$ cat config.mk
export PLATFORM = sky130hd
export DESIGN_NAME = alu_pipe
export DESIGN_NICKNAME = d
export VERILOG_FILES = /design/src/rtl/alu_pkg.sv /design/src/rtl/alu_core.sv /design/src/rtl/alu_pipe.sv
export SDC_FILE = /design/constraint.sdc
export NUM_CORES = 1
export LEC_CHECK = 0
export ABC_AREA = 1
export CAP_MARGIN = 20
export CORE_MARGIN = 2
export CORE_UTILIZATION = 56
export CTS_CLUSTER_SIZE = 16
export DETAILED_ROUTE_END_ITERATION = 7
export MAX_ROUTING_LAYER = met4
export PLACE_DENSITY = 0.81
export SYNTH_ARGS = -nofsm -noshare
export SYNTH_HDL_FRONTEND = slang
export SYNTH_SLANG_ARGS = --single-unit
$ cat constraint.sdc
create_clock -name clk -period 5.6 [get_ports clk]
set_clock_uncertainty 0.2 [all_clocks]
set_input_delay 1.68 -clock clk [delete_from_list [all_inputs] [get_ports clk]]
set_output_delay 1.68 -clock clk [all_outputs]
set_load 0.02 [all_outputs]
$ cat src/rtl/alu_pkg.sv
// alu_pkg: opcode encoding and legality helper shared by the pipelined ALU.
//   alu_op_e  : 4-bit opcode, OP_ADD (0) .. OP_CLRACC (10); 11-15 are illegal.
//   is_legal  : opcode legality given whether accumulator ops are built in.
package alu_pkg;

   typedef enum logic [3:0] {
      OP_ADD    = 4'd0,
      OP_SUB    = 4'd1,
      OP_XOR    = 4'd2,
      OP_AND    = 4'd3,
      OP_OR     = 4'd4,
      OP_XNOR   = 4'd5,
      OP_NAND   = 4'd6,
      OP_DECA   = 4'd7,
      OP_INC2B  = 4'd8,
      OP_ACC    = 4'd9,
      OP_CLRACC = 4'd10
   } alu_op_e;

   localparam int OP_LAST = 10;

   function automatic logic is_legal(input logic [3:0] op, input logic acc_en);
      logic ok;
      ok = (op <= 4'(OP_LAST));
      if (!acc_en && (op == OP_ACC || op == OP_CLRACC)) ok = 1'b0;
      return ok;
   endfunction

endpackage

$ cat src/rtl/alu_core.sv
// alu_core: combinational signed datapath for the pipelined ALU.
//   op_i  : opcode (alu_op_e encoding)
//   a_i   : signed operand A, WIDTH bits
//   b_i   : signed operand B, WIDTH bits
//   acc_i : current accumulator, WIDTH+1 bits
//   res_o : WIDTH+1-bit result (new accumulator value for ACC/CLRACC)
//   ovf_o : signed overflow of the ACC addition
//   err_o : opcode illegal for this build; res_o is 0
module alu_core
   import alu_pkg::*;
#(
   parameter int WIDTH  = 5,
   parameter int ACC_EN = 1
) (
   input  logic [3:0]       op_i,
   input  logic [WIDTH-1:0] a_i,
   input  logic [WIDTH-1:0] b_i,
   input  logic [WIDTH:0]   acc_i,
   output logic [WIDTH:0]   res_o,
   output logic             ovf_o,
   output logic             err_o
);

   localparam logic [WIDTH:0] ONE = (WIDTH+1)'(1);
   localparam logic [WIDTH:0] TWO = (WIDTH+1)'(2);

   logic [WIDTH:0] ax, bx, sum;

   // Sign-extend once so ADD/SUB cannot overflow the WIDTH+1 result.
   assign ax  = {a_i[WIDTH-1], a_i};
   assign bx  = {b_i[WIDTH-1], b_i};
   assign sum = acc_i + ax;

   always_comb begin
      res_o = '0;
      ovf_o = 1'b0;
      err_o = 1'b0;
      if (!is_legal(op_i, ACC_EN != 0)) begin
         err_o = 1'b1;
      end else begin
         case (op_i)
            OP_ADD:    res_o = ax + bx;
            OP_SUB:    res_o = ax - bx;
            OP_XOR:    res_o = ax ^ bx;
            OP_AND:    res_o = ax & bx;
            OP_OR:     res_o = ax | bx;
            OP_XNOR:   res_o = ~(ax ^ bx);
            OP_NAND:   res_o = ~(ax & bx);
            OP_DECA:   res_o = ax - ONE;
            OP_INC2B:  res_o = bx + TWO;
            OP_ACC: begin
               res_o = sum;
               // Overflow: operands agree in sign but the sum does not.
               ovf_o = (acc_i[WIDTH] == ax[WIDTH]) && (sum[WIDTH] != acc_i[WIDTH]);
            end
            OP_CLRACC: res_o = '0;
            default:   err_o = 1'b1;
         endcase
      end
   end

endmodule

$ cat src/rtl/alu_pipe.sv
// alu_pipe: two-stage pipelined signed ALU with valid/ready handshake,
// persistent accumulator, status flags and illegal-opcode error.
//   clk, rst_n          : clock (rising edge), async active-low reset
//   clear               : synchronous flush of both stages and accumulator
//   in_valid/in_ready   : command handshake carrying a, b, op
//   out_valid/out_ready : result handshake carrying c, zero, neg, ovf, err
// S1 registers the command; S2 computes through alu_core and registers
// the result. The accumulator is written only as an op moves S1->S2, so
// back-to-back ACC ops see each other's result without a hazard.
module alu_pipe
   import alu_pkg::*;
#(
   parameter int WIDTH  = 5,
   parameter int ACC_EN = 1
) (
   input  logic             clk,
   input  logic             rst_n,
   input  logic             clear,
   input  logic             in_valid,
   output logic             in_ready,
   input  logic [WIDTH-1:0] a,
   input  logic [WIDTH-1:0] b,
   input  logic [3:0]       op,
   output logic             out_valid,
   input  logic             out_ready,
   output logic [WIDTH:0]   c,
   output logic             zero,
   output logic             neg,
   output logic             ovf,
   output logic             err
);

   logic             rdy_en_q;   // held low until the first edge after reset
   logic             s1_vld_q, s1_vld_d;
   logic [WIDTH-1:0] a_q, b_q;
   logic [3:0]       op_q;
   logic             out_vld_q, out_vld_d;
   logic [WIDTH:0]   c_q, c_d;
   logic [WIDTH:0]   acc_q, acc_d;
   logic             ovf_q, ovf_d;
   logic             err_q, err_d;

   logic             s2_adv, accept, acc_we;
   logic [WIDTH:0]   res;
   logic             res_ovf, res_err;

   assign s2_adv   = !out_vld_q || out_ready;
   assign in_ready = rdy_en_q && !clear && (!s1_vld_q || s2_adv);
   assign accept   = in_valid && in_ready;

   alu_core #(
      .WIDTH  (WIDTH),
      .ACC_EN (ACC_EN)
   ) u_core (
      .op_i   (op_q),
      .a_i    (a_q),
      .b_i    (b_q),
      .acc_i  (acc_q),
      .res_o  (res),
      .ovf_o  (res_ovf),
      .err_o  (res_err)
   );

   // CLRACC's result is zero, so res is the new accumulator for both ops.
   assign acc_we = !res_err && (op_q == OP_ACC || op_q == OP_CLRACC);

   always_comb begin
      s1_vld_d  = s1_vld_q;
      out_vld_d = out_vld_q;
      c_d       = c_q;
      ovf_d     = ovf_q;
      err_d     = err_q;
      acc_d     = acc_q;
      if (clear) begin
         s1_vld_d  = 1'b0;
         out_vld_d = 1'b0;
         c_d       = '0;
         ovf_d     = 1'b0;
         err_d     = 1'b0;
         acc_d     = '0;
      end else begin
         if (s2_adv) begin
            out_vld_d = s1_vld_q;
            if (s1_vld_q) begin
               c_d   = res;
               ovf_d = res_ovf;
               err_d = res_err;
               if (acc_we) acc_d = res;
            end
         end
         // in_ready means S1 is empty or draining this edge.
         if (in_ready) s1_vld_d = in_valid;
      end
   end

   always_ff @(posedge clk or negedge rst_n) begin
      if (!rst_n) begin
         rdy_en_q  <= 1'b0;
         s1_vld_q  <= 1'b0;
         a_q       <= '0;
         b_q       <= '0;
         op_q      <= '0;
         out_vld_q <= 1'b0;
         c_q       <= '0;
         ovf_q     <= 1'b0;
         err_q     <= 1'b0;
         acc_q     <= '0;
      end else begin
         rdy_en_q  <= 1'b1;
         s1_vld_q  <= s1_vld_d;
         out_vld_q <= out_vld_d;
         c_q       <= c_d;
         ovf_q     <= ovf_d;
         err_q     <= err_d;
         acc_q     <= acc_d;
         if (accept) begin
            a_q  <= a;
            b_q  <= b;
            op_q <= op;
         end
      end
   end

   assign out_valid = out_vld_q;
   assign c         = c_q;
   assign zero      = (c_q == '0);
   assign neg       = c_q[WIDTH];
   assign ovf       = ovf_q;
   assign err       = err_q;

endmodule

Word-level counts from Yosys, hierarchy flattened
Cells that the tools add are included.

cells by class
  reduce and logical (&&, ||, !) cells = 21
  bitwise operators = 5
  add/subtract/negate cells = 5
  equal/unequal tests = 12
  multiplexer cells = 23
  magnitude comparators = 1

operator list
  kind                                              number
  one-hot mux 6 bit (10 select lines)               1
  two-way mux 6 bit                                 8
  == test 4 x 3 -> 1 bit, second input constant     4
  two-way mux 1 bit                                 14
  == test 4 bit, second input constant              3
  NOT 6 bit                                         2
  OR reduction 11 bit                               1
  == test 4 x 2 -> 1 bit, second input constant     2
  nonzero test 2 bit                                4
  adder 5 x 3 -> 6 bit, second input constant       1
  adder 5 x 5 -> 6 bit                              1
  adder 6 bit                                       1
  AND 6 bit                                         1
  logical NOT 6 bit                                 1
  bitwise OR 6 bit                                  1
  subtractor 5 x 2 -> 6 bit, second input constant  1
  subtractor 5 x 5 -> 6 bit                         1
  XOR 6 bit                                         1
  logical AND 1 bit                                 5
  == test 4 x 1 -> 1 bit, second input constant     1
  <= comparator 4 bit, second input constant        1
  logical NOT 1 bit                                 4
  logical NOT 4 bit                                 1
  logical OR 1 bit                                  3
  other kinds (4)                                   4

word-level totals
  output and inout port bits = 12
  input port bits = 19
  flip-flop bits (word level) = 31
  logic and storage cells = 77

Depth between registers and ports, before layout
  depth in word-level cells = 10
  mapped depth = 16
  mapped depth without buffers = 16

Cells and area by module
From an unflattened synthesis, not the netlist that was laid out.

second synthesis, totals
  cells, all modules = 371
  area, all modules = 2622.5 sq um

modules (own cells, without submodules)
  module    cells an instance  area an instance (sq um)  instances  seq. area each (sq um)
  alu_pipe  161                1405.1                    1          775.7
  alu_core  210                1217.4                    1          0.0

Least setup slack after synthesis
No wires, ideal clock.

  kind = in2out
  start point = input port out_ready
  end point = output port in_ready
  path slack = 1550 ps
  path buffers = 0
  cell stages on the path = 4
  arrival = 2170 ps
  required time = 3720 ps
  cells stage by stage = nor2_1 inv_1 o211ai_1 inv_1

on the way
  cells in the longest elaborated chain, start to end = 3

RTL lines
  item               line            RTL
  from (decl)        alu_pipe.sv:25  input logic out_ready,
  logical OR 1 bit   alu_pipe.sv:47  assign s2_adv = !out_vld_q || out_ready;
  logical OR 1 bit   alu_pipe.sv:48  assign in_ready = rdy_en_q && !clear && (!s1_vld_q || s2_adv);
  logical AND 1 bit  alu_pipe.sv:48
  to (decl)          alu_pipe.sv:20  output logic in_ready,

Every way passes these cells.

Final worst setup path
Same ends and word-level chain as after synthesis.

==> metrics.txt <==
Post-synth top flop dfrtp_1; Clock power frac 23.0%; share of layout cells above drive strength 1 10.8%; unrepaired setup endpoints after global routing false; die height 69.8 microns; Ys Warns 0; CP startpoint kind input port; pin slew with the least headroom to its limit 857 ps; Max-Slew Margin vs Limit 42.8%; average size of a mapped cell 7.43 sq um; most common cell in the netlist nand2_1; GR Util All Layers between 20% and 30%; met2 WL 2820 microns; RR Endpoint acc_q[5]; Resize count post-CTS 0; sw frac 40.8%; VDD IR-drop max 0.195 mV; latest clock arrival within the worst-skew pair 290 ps; Tightest Hold Check Type reg -> reg; LEAKAGE 1.44 nW; Yosys reg bits 31; Area Growth Syn to Fin 19.3%; worst-path maximum fanout 3; P_int 0.603 mW; most frequent cells after synthesis nand2_1, inv_1, nor2_1; crit path DAT roughly 3100 ps; max-cap check violation count 0; total CTS buffers 5; synthesized net count 370; number of setup violations in the final report 0; final hold violations 0; Initial Utilization 59.3%; Synth Area in XOR/XNOR 1.08%; post-CTS setup buffer count 0; CTS Sinks 31; crit path cell chain clkdlybuf4s50_1, nor2_1, inv_1, o211ai_1, inv_1, clkdlybuf4s50_1; CTS tree done; top cell type's share of synthesized area about a third; # H-tree levels 2; CP delay by family, top buffers and inverters; Comb power frac between 40% and 50%; placer congestion estimate just over 0.9; WHS Path Cells 2; period utilization approximately 90%; initial antenna violation count 0; drt via density 5.63; initial detailed-routing violation count 165; CTS Buffer Depth 2; DR vias 2,312; ranking of synthesized cells by area dfrtp_1, ha_1, nand2_1; # nets final between 400 and 500; EDFF count, synth 0; adder-cell share of the synthesized area approximately 14%; Die Width 69.8 microns; Netlist Area Pre-Place 0.00242 sq mm; routed wl met3 375 microns; DR WL/cell 14.4 microns; IO Count 31; min cycle time layout 5020 ps; Clock transition at path regs 70 ps; Seq/Total Area, Yosys approximately a third; Hold-fix buffers, CTS 0; met1 WL 2640 microns; Post-Syn Instances 326; critical setup path kind in -> out; area leader, netlist dfrtp_1; Crit. End Element primary output; Final HPWL DP approximately 4700 microns; hold path endpoint ovf; R2R setup slack 2810 ps; input/output buffers 30; PnR Total Power 1.02 mW; fraction of registers with async set/reset 100%; Post-DRT Antenna Nets 0; Post-route DRC 0; Reg2Reg Depth 14; CP max-delay cell clkdlybuf4s50_1; largest net degree at the start of global routing 32; RR Startpoint b_q[1]; Core Region a little over 0.004 sq mm; largest family of logic cells by synthesized area simple AND/OR/NAND/NOR gates; First-pass DRT Iterations 5; Hold Crit Start ovf; Netlist cell types 36; Pins Over Slew Limit 0; final setup TNS 0 ps; Simple-Gate Fraction of Synth Area 31.6%; CP Buf/Inv Count 4; die area 0.00487 sq mm; vias in the first global route 2,194; Compound-Gate Fraction of Synth Area a little over an eighth; highest routed layer met4; Switch Pwr 0.415 mW; Sequential Power Share 30.6%; Antenna Cells 0; largest stage delay on the critical path 540 ps; Max Clock Freq about 0.2 GHz; status completed; first-pass GRT wire length 10,100 microns; drt total wl slightly below 6000 microns; Core Rows 23; Power Density between 300 and 400 mW/mm^2; multiplexer share of the synthesized area less than 1%; Clk Tree Root Cell clkbuf_8; global route overflow 0; CP required 3720 ps
==> worst max path at each step <==
stage,startpoint,to,slack (ps),depth (start not counted)
global route,out_ready,in_ready,460,6
detailed placement,out_ready,in_ready,580,6
global placement,out_ready,in_ready,640,6
finish,out_ready,in_ready,580,6
floorplan,out_ready,in_ready,1550,4
CTS,out_ready,in_ready,570,6
==> power groups by stage <==
stage / registers (mW) / clock network [mW] / logic [mW]
2_1_floorplan: 0.320 / 0 / 0.323
3_3_place_gp: 0.314 / 0 / 0.454
3_5_place_dp: 0.316 / 0 / 0.468
4_1_cts: 0.312 / 0.237 / 0.471
5_1_grt: 0.319 / 0.247 / 0.535
6_report: 0.312 / 0.234 / 0.472
==> per-layer routing <==
| metal | GRT usage (%) | vias up |
|---|---|---|
| met5 | - | - |
| met4 | 8.12 | 0 |
| met3 | 5.23 | 7 |
| met2 | 41.5 | 79 |
| met1 | 36.0 | 1078 |
| li1 | - | 1148 |
==> cell usage in the layout (no fill, tap or decap), types with 2 or more instances in the layout <==
cell	count
buf_4	2
nor2_1	34
inv_2	4
inv_1	38
nor2_2	2
o211ai_1	2
nand4_1	7
nor3_1	3
a21oi_2	2
nand2_2	7
xnor2_1	2
o31ai_1	2
o22ai_1	3
a21oi_1	20
a32oi_1	2
o21ai_0	15
mux2_2	2
nand3_1	32
or2_2	3
dfrtp_1	31
nand2_1	67
clkbuf_8	6
o21ai_1	3
nor2_4	5
clkdlybuf4s50_1	30
fa_1	2
ha_1	23
==> registers in the layout, summed over array words and instances, names as in the netlist <==
| register | flops |
|---|---|
| err | 1 |
| ovf | 1 |
| out_valid | 1 |
| acc_q | 6 |
| rdy_en_q | 1 |
| a_q | 5 |
| b_q | 5 |
| op_q | 4 |
| s1_vld_q | 1 |
| c | 6 |
==> worst reg2reg max path: stages, from the launching register on <==
cell,delay (ps)
dfrtp_1,440
inv_1,190
ha_1,220
nand3_1,110
xor2_1,150
o21ai_0,180
ha_1,300
a21oi_1,150
o21ai_0,120
or2_2,280
nand2_1,60
nand3_1,60
nand2_1,100
nand3_1,90
nand2_1,70
==> cell type report <==
cell class                      count  area, sq um
Timing Repair Buffer               32          315
Clock inverter                      2         35.0
Inverter                           42          158
Tap cell                           50         62.6
Sequential cell                    31          776
Fill cell                         355         1200
Multi-Input combinational cell    248         1460
Clock buffer                        6         82.6
==> cell families (layout without fill, tap and decap cells) <==
logic type / Yosys count / count (layout)
AND/OR/NAND/NOR: 164 / 164
adder cells (fa/ha/maj): 25 / 25
other: 1 / 1
flip-flops: 31 / 31
XOR/XNOR: 3 / 3
buffers and inverters: 47 / 82
AO/OA/AOI/OAI: 53 / 53
multiplexers: 2 / 2
==> through the flow <==
stage	util (%)	cells	worst slack (ps)	hold slack, ps	cell area [sq um]
after floorplan	-	326	1550	253	2420
after global placement	67.9	403	641	264	2770
after detailed placement	67.9	403	580	273	2770
after CTS	70.7	411	571	289	2890
after global routing	70.7	411	458	299	2890
final	70.7	411	584	285	2890
No activity file was read; power rests on OpenSTA's default activity.
